[src/rtl/string_typewriter.sv]
// Typewriter-style text overlay: reveals a TEXT_SIZE_X x TEXT_SIZE_Y box of glyphs one
// character per FRAMES_PER_CHAR frames, then optionally blinks it; the bus is delayed 2 clocks.
`ifndef VGA_BUS_SIZE
`define VGA_BUS_SIZE 38
`define VGA_HCOUNT 37:27
`define VGA_VCOUNT 26:16
`define VGA_HSYNC 15
`define VGA_VSYNC 14
`define VGA_HBLNK 13
`define VGA_VBLNK 12
`define VGA_RGB 11:0
`define VGA_MERGE(hc, vc, hs, vs, hb, vb, rgb) {hc, vc, hs, vs, hb, vb, rgb}
`endif

module string_typewriter #(
  parameter logic [11:0] TEXT_COLOUR     = 12'hFFF,
  parameter int          FONT_SIZE       = 2,
  parameter int          TEXT_POS_X      = 0,
  parameter int          TEXT_POS_Y      = 0,
  parameter int          TEXT_SIZE_X     = 16,
  parameter int          TEXT_SIZE_Y     = 6,
  parameter int          FRAMES_PER_CHAR = 4,
  parameter int          BLINK_FRAMES    = 30
) (
  input  logic                     clk,
  input  logic                     rst,
  input  logic                     module_en,
  input  logic                     start,
  input  logic                     skip,
  input  logic [`VGA_BUS_SIZE-1:0] vga_bus_in,
  input  logic [6:0]               char_code,
  output logic [7:0]               char_xy,
  output logic [`VGA_BUS_SIZE-1:0] vga_bus_out,
  output logic                     done
);

  localparam int SH = FONT_SIZE - 1;
  localparam int S  = 1 << SH;
  localparam logic signed [12:0] POS_X = 13'(TEXT_POS_X);
  localparam logic signed [12:0] POS_Y = 13'(TEXT_POS_Y);
  localparam logic signed [12:0] BOX_W = 13'(TEXT_SIZE_X * 8 * S);
  localparam logic signed [12:0] BOX_H = 13'(TEXT_SIZE_Y * 16 * S);
  localparam logic [8:0]  N          = 9'(TEXT_SIZE_X * TEXT_SIZE_Y);
  localparam logic [15:0] FPC_LAST   = 16'(FRAMES_PER_CHAR - 1);
  localparam logic [15:0] BLINK_LAST = 16'((BLINK_FRAMES > 0) ? BLINK_FRAMES - 1 : 0);

  typedef enum logic [1:0] {IDLE, REVEAL, SHOW} state_t;

  function automatic logic [7:0] font_line(input logic [10:0] addr);
    logic [127:0] g;
    case (addr[10:4])
      7'h30:   g = 128'h0000_7CC6_CEDE_F6E6_C6C6_7C00_0000_0000;
      7'h41:   g = 128'h0000_1038_6CC6_C6FE_C6C6_C6C6_0000_0000;
      7'h48:   g = 128'h0000_C6C6_C6C6_FEC6_C6C6_C6C6_0000_0000;
      7'h49:   g = 128'h0000_3C18_1818_1818_1818_183C_0000_0000;
      7'h55:   g = 128'h0000_C6C6_C6C6_C6C6_C6C6_C67C_0000_0000;
      7'h7F:   g = 128'hFFFF_FFFF_FFFF_FFFF_FFFF_FFFF_FFFF_FFFF;
      default: g = '0;
    endcase
    return g[127 - 8 * int'(addr[3:0]) -: 8];
  endfunction

  logic [10:0] hcount, vcount;
  logic        vblnk;
  assign hcount = vga_bus_in[`VGA_HCOUNT];
  assign vcount = vga_bus_in[`VGA_VCOUNT];
  assign vblnk  = vga_bus_in[`VGA_VBLNK];

  state_t      state, state_nxt;
  logic [8:0]  reveal_cnt, reveal_nxt;
  logic [15:0] frame_cnt, frame_nxt;
  logic [15:0] blink_cnt, blink_cnt_nxt;
  logic        blink_on, blink_on_nxt;
  logic        vblnk_q, tick;

  // ---- stage 0: box position, glyph cell and bit select (shifts via part-selects)
  logic signed [12:0] dx, dy;
  logic               in_box, pixel_visible;
  logic [3:0]         col, row, char_line;
  logic [2:0]         bit_sel;
  logic [8:0]         idx;

  assign dx        = $signed({2'b00, hcount}) - POS_X;
  assign dy        = $signed({2'b00, vcount}) - POS_Y;
  assign in_box    = (dx >= 13'sd0) && (dx < BOX_W) && (dy >= 13'sd0) && (dy < BOX_H);
  assign col       = dx[3 + SH +: 4];
  assign row       = dy[4 + SH +: 4];
  assign char_line = dy[SH +: 4];
  assign bit_sel   = ~dx[SH +: 3];
  assign idx       = 9'(row * TEXT_SIZE_X) + 9'(col);
  assign char_xy   = {col, row};
  assign tick      = vblnk & ~vblnk_q;

  assign pixel_visible = in_box && (idx < reveal_cnt) &&
                         ((state != SHOW) || blink_on || (BLINK_FRAMES == 0));

  // ---- stage 1: bus copy, registered font line, visibility and bit select
  logic [`VGA_BUS_SIZE-1:0] bus_p1;
  logic [7:0]               font_p1;
  logic [2:0]               bit_p1;
  logic                     vld_p1;
  logic [11:0]              rgb_p2;

  // module_en is taken here, at stage 2, so pixels in flight are never overridden once it drops
  assign rgb_p2 = (module_en && vld_p1 && font_p1[bit_p1]) ? TEXT_COLOUR : bus_p1[`VGA_RGB];

  always_ff @(posedge clk) begin
    if (rst) begin
      bus_p1      <= '0;
      font_p1     <= '0;
      bit_p1      <= '0;
      vld_p1      <= 1'b0;
      vga_bus_out <= '0;
    end else begin
      bus_p1      <= vga_bus_in;
      font_p1     <= font_line({char_code, char_line});
      bit_p1      <= bit_sel;
      vld_p1      <= pixel_visible;
      // ---- stage 2: merged output bus
      vga_bus_out <= `VGA_MERGE(bus_p1[`VGA_HCOUNT], bus_p1[`VGA_VCOUNT], bus_p1[`VGA_HSYNC],
                                bus_p1[`VGA_VSYNC], bus_p1[`VGA_HBLNK], bus_p1[`VGA_VBLNK], rgb_p2);
    end
  end

  always_ff @(posedge clk) begin
    if (rst) begin
      state      <= IDLE;
      reveal_cnt <= '0;
      frame_cnt  <= '0;
      blink_cnt  <= '0;
      blink_on   <= 1'b1;
      done       <= 1'b0;
      vblnk_q    <= 1'b0;
    end else begin
      state      <= state_nxt;
      reveal_cnt <= reveal_nxt;
      frame_cnt  <= frame_nxt;
      blink_cnt  <= blink_cnt_nxt;
      blink_on   <= blink_on_nxt;
      done       <= (state_nxt == SHOW);
      vblnk_q    <= vblnk;
    end
  end

  // Priority: module_en low, then start (a tick in the start cycle is dropped), then skip
  always_comb begin
    state_nxt     = state;
    reveal_nxt    = reveal_cnt;
    frame_nxt     = frame_cnt;
    blink_cnt_nxt = blink_cnt;
    blink_on_nxt  = blink_on;
    if (!module_en) begin
      state_nxt     = IDLE;
      reveal_nxt    = '0;
      frame_nxt     = '0;
      blink_cnt_nxt = '0;
      blink_on_nxt  = 1'b1;
    end else if (start) begin
      state_nxt  = REVEAL;
      reveal_nxt = '0;
      frame_nxt  = '0;
    end else begin
      case (state)
        IDLE: begin
          reveal_nxt = '0;
          frame_nxt  = '0;
        end
        REVEAL: begin
          if (skip || (tick && frame_cnt == FPC_LAST && reveal_cnt + 9'd1 == N)) begin
            state_nxt     = SHOW;
            reveal_nxt    = N;
            frame_nxt     = '0;
            blink_cnt_nxt = '0;
            blink_on_nxt  = 1'b1;
          end else if (tick) begin
            if (frame_cnt == FPC_LAST) begin
              frame_nxt  = '0;
              reveal_nxt = reveal_cnt + 9'd1;
            end else begin
              frame_nxt = frame_cnt + 16'd1;
            end
          end
        end
        SHOW: begin
          if ((BLINK_FRAMES > 0) && tick) begin
            if (blink_cnt == BLINK_LAST) begin
              blink_cnt_nxt = '0;
              blink_on_nxt  = ~blink_on;
            end else begin
              blink_cnt_nxt = blink_cnt + 16'd1;
            end
          end
        end
        default: state_nxt = IDLE;
      endcase
    end
  end

endmodule

[config.mk]
export PLATFORM = sky130hd
export DESIGN_NAME = string_typewriter
export DESIGN_NICKNAME = d
export VERILOG_FILES = /design/src/rtl/string_typewriter.sv
export SDC_FILE = /design/constraint.sdc
export NUM_CORES = 1
export LEC_CHECK = 0
export ABC_AREA = 1
export CAP_MARGIN = 25
export CORE_ASPECT_RATIO = 0.6
export CORE_MARGIN = 3
export CORE_UTILIZATION = 56
export CTS_CLUSTER_SIZE = 16
export DETAILED_ROUTE_END_ITERATION = 8
export PLACE_DENSITY = 0.94
export SYNTH_ARGS = -nofsm -noshare
export SYNTH_HDL_FRONTEND = slang
export SYNTH_SLANG_ARGS = --single-unit
[constraint.sdc]
create_clock -name clk -period 3.95 [get_ports clk]
set_input_delay 0.79 -clock clk [delete_from_list [all_inputs] [get_ports clk]]
set_output_delay 0.79 -clock clk [all_outputs]
set_load 0.005 [all_outputs]
==> metrics.txt <==
status finished, final reports clean; RSZ-0062 raised after global routing no; main flop type after synthesis dfxtp_1; vias in the first global route 5208; vias 5889; Fillers 837; final setup margin 1.11 ns; largest net degree at the start of global routing 86; CP max FO 20; first-pass GRT wire length 25.0 mm; Final Cycle Share 72.0%; Worst setup SP type input pin; clk_lat worst skew 0.42 ns; Net count, final 1037; DIE HEIGHT 87.5 um; syn nets 954; Util after Layout 72.2%; Layout area overhead 24.3%; library cells used by synthesis 38; post-DP HPWL 10.9 mm; CTS Sinks 132; fmax 352 MHz; core area 10700 um2; cts repair resizes 0; Tot GR Track Use 25.4%; Yosys warnings 0; dpl ws 0.749 ns; mapped cell area 6200 um2; Slew @ Worst Pin 1.02 ns; clock buffer depth 2; fin cells 1124; Avg Cell Area, Syn 6.97 um2; routability cong. 0.960; cell taking the most area after synthesis dfxtp_1; worst hold start bus_p1[34]; Crit path required time 4.29 ns; clock skew 0.00949 ns; R2R depth 12; grt total ovfl 0; Die Width 142 um; endpoints failing setup 0; setup_tns 0 ns; commonest non-fill, non-tap cell in the layout nor2_1; Max-Cap Viols 0; Slew Limit Fails 0; Register Area 2640 um2; I/O Buffers 96; initial antenna violation count 0; hold-fix buffers at CTS 0; DR DRC count 0; cell family with most CP delay simple AND/OR/NAND/NOR gates; Ports 97; fin crit period 2.84 ns; Critical Path AT 3.19 ns; WL per Instance 13.6 um; r2r setup slk 1.31 ns; die area 12400 um2; Rows 29; hold depth 2; WP buf/inv 3; EDFF count, synth 0; clock root cell clkbuf_16; Synth top area share 42.6%; Initial DRT Pass Iterations 6; Multi-input gate area 2810 um2; slowest library cell on the worst path clkdlybuf4s50_1; dpl cells 1092; Synth area leaders dfxtp_1 43%, nor2_1 11%, nand2_1 10%; reg2reg end blink_cnt[3]; diode count 0; Initial Util 58.1%; Total Wirelength 15.3 mm; PD cells 402 nW/um2; Seq/Total Area, Yosys 42.6%; Syn Inst Count 889; Peak VDD IR 0.000306 V; Critical R2R Launch reveal_cnt[0]; cell chain of the critical path clkdlybuf4s50_1, inv_1, nor2_1, nand2_1, nor2_1, nand2_1, nor2_1, nand2_2, nand3_2, nand2_2, inv_2, nand2_1, a21oi_1; vias per cell 5.24; most frequent cells in the layout 174 x nor2_1, 167 x nand2_1, 141 x inv_1; min-delay worst type reg2reg; Crit Path Class in2reg; WHS 0.399 ns; ANT nets after route 0; hold endpoint vga_bus_out[34]; final hold vios 0; layout cell share with drive strength beyond 1 6.70%; drt initial violations 716; slew margin rel. 31.9%; Async SR Flop Fraction 0%; htree depth 4; max incr delay on CP 0.49 ns; CTS Buf Count 17; Leakage 3.34 nW; CTS tree built; clk slew on worst S/H paths 0.06 ns; Post-CTS Setup Inserts 0; kind of end point of the critical path flip-flop; number of synthesized register bits 132
==> layout make-up <==
cell class	instances	area share (%)
Clock buffer	19	5.75
Clock inverter	13	1.33
Inverter	145	7.07
Multi-Input combinational cell	576	36.5
Sequential cell	132	34.3
Tap cell	139	2.26
Timing Repair Buffer	100	12.8
==> how the worst max path moves through the flow <==
stage,from,end,cells after the start
6_report,vga_bus_in[12],blink_cnt[3],13
5_1_grt,vga_bus_in[12],blink_cnt[9],13
4_1_cts,vga_bus_in[12],blink_cnt[3],13
3_5_place_dp,vga_bus_in[12],blink_cnt[0],13
3_3_place_gp,vga_bus_in[12],blink_cnt[11],13
2_1_floorplan,vga_bus_in[12],reveal_cnt[6],11
==> kinds of logic (layout without fill, tap and decap cells) <==
group	count (synthesis)	count (layout)	synth area share (%)
AND/OR/NAND/NOR	444	444	30.2
XOR/XNOR	17	17	2.40
buffers and inverters	181	277	12.0
flip-flops	132	132	42.6
adder cells (fa/ha/maj)	15	15	3.03
AO/OA/AOI/OAI	100	100	9.77
==> stage by stage <==
step | instance area [um2] | total power, mW
5_1_grt | 7700 | 3.21
4_1_cts | 7700 | 3.11
6_report | 7700 | 3.10
2_1_floorplan | 6200 | 1.55
3_3_place_gp | 7160 | 1.67
3_5_place_dp | 7160 | 1.68
==> tightest hold or removal path, delay by kind of cell (launching register included) <==
family,cells,cell delay [ns]
buffers and inverters,1,0.04
AND/OR/NAND/NOR,1,0.03
flip-flops,1,0.29
==> power breakdown <==
| part | switching, mW | internal, mW | total, mW |
|---|---|---|---|
| registers | 0.0166 | 1.38 | 1.39 |
| logic | 0.142 | 0.120 | 0.262 |
| clock network | 0.616 | 0.826 | 1.44 |
==> state kept, by name, indices dropped and copies added (netlist names) <==
signal,count
frame_cnt,16
font_p1,7
bus_p1,38
bit_p1,3
reveal_cnt,9
state,2
blink_cnt,16
vld_p1,1
done,1
vga_bus_out,38
blink_on,1
==> Yosys cell counts (2+ instances only) <==
master	n
nand4_1	18
a21oi_1	45
o221ai_1	3
nand2_1	167
a21oi_2	10
inv_2	2
nor2_1	174
nor3_1	16
clkbuf_1	19
xnor2_1	4
inv_1	141
o2111ai_1	3
ha_1	15
o211ai_1	3
clkinv_1	2
nand3_2	2
o21ai_0	21
dfxtp_1	132
xor2_1	13
nand2_2	14
buf_1	4
o22ai_1	2
a21boi_0	2
nor4_1	10
buf_4	10
and3_1	2
nand3_1	38
o21bai_1	7
==> layer usage <==
metal	track usage, %	vias up	part of all wire, %	wire, um
li1	-	2943	-	-
met3	8.61	30	12	1770
met5	0	-	0	0
met2	37.5	308	41	6350
met1	34.7	2608	45	6930
met4	9.06	0	1.8	271
Note: power is estimated with default switching activity, not from simulation.
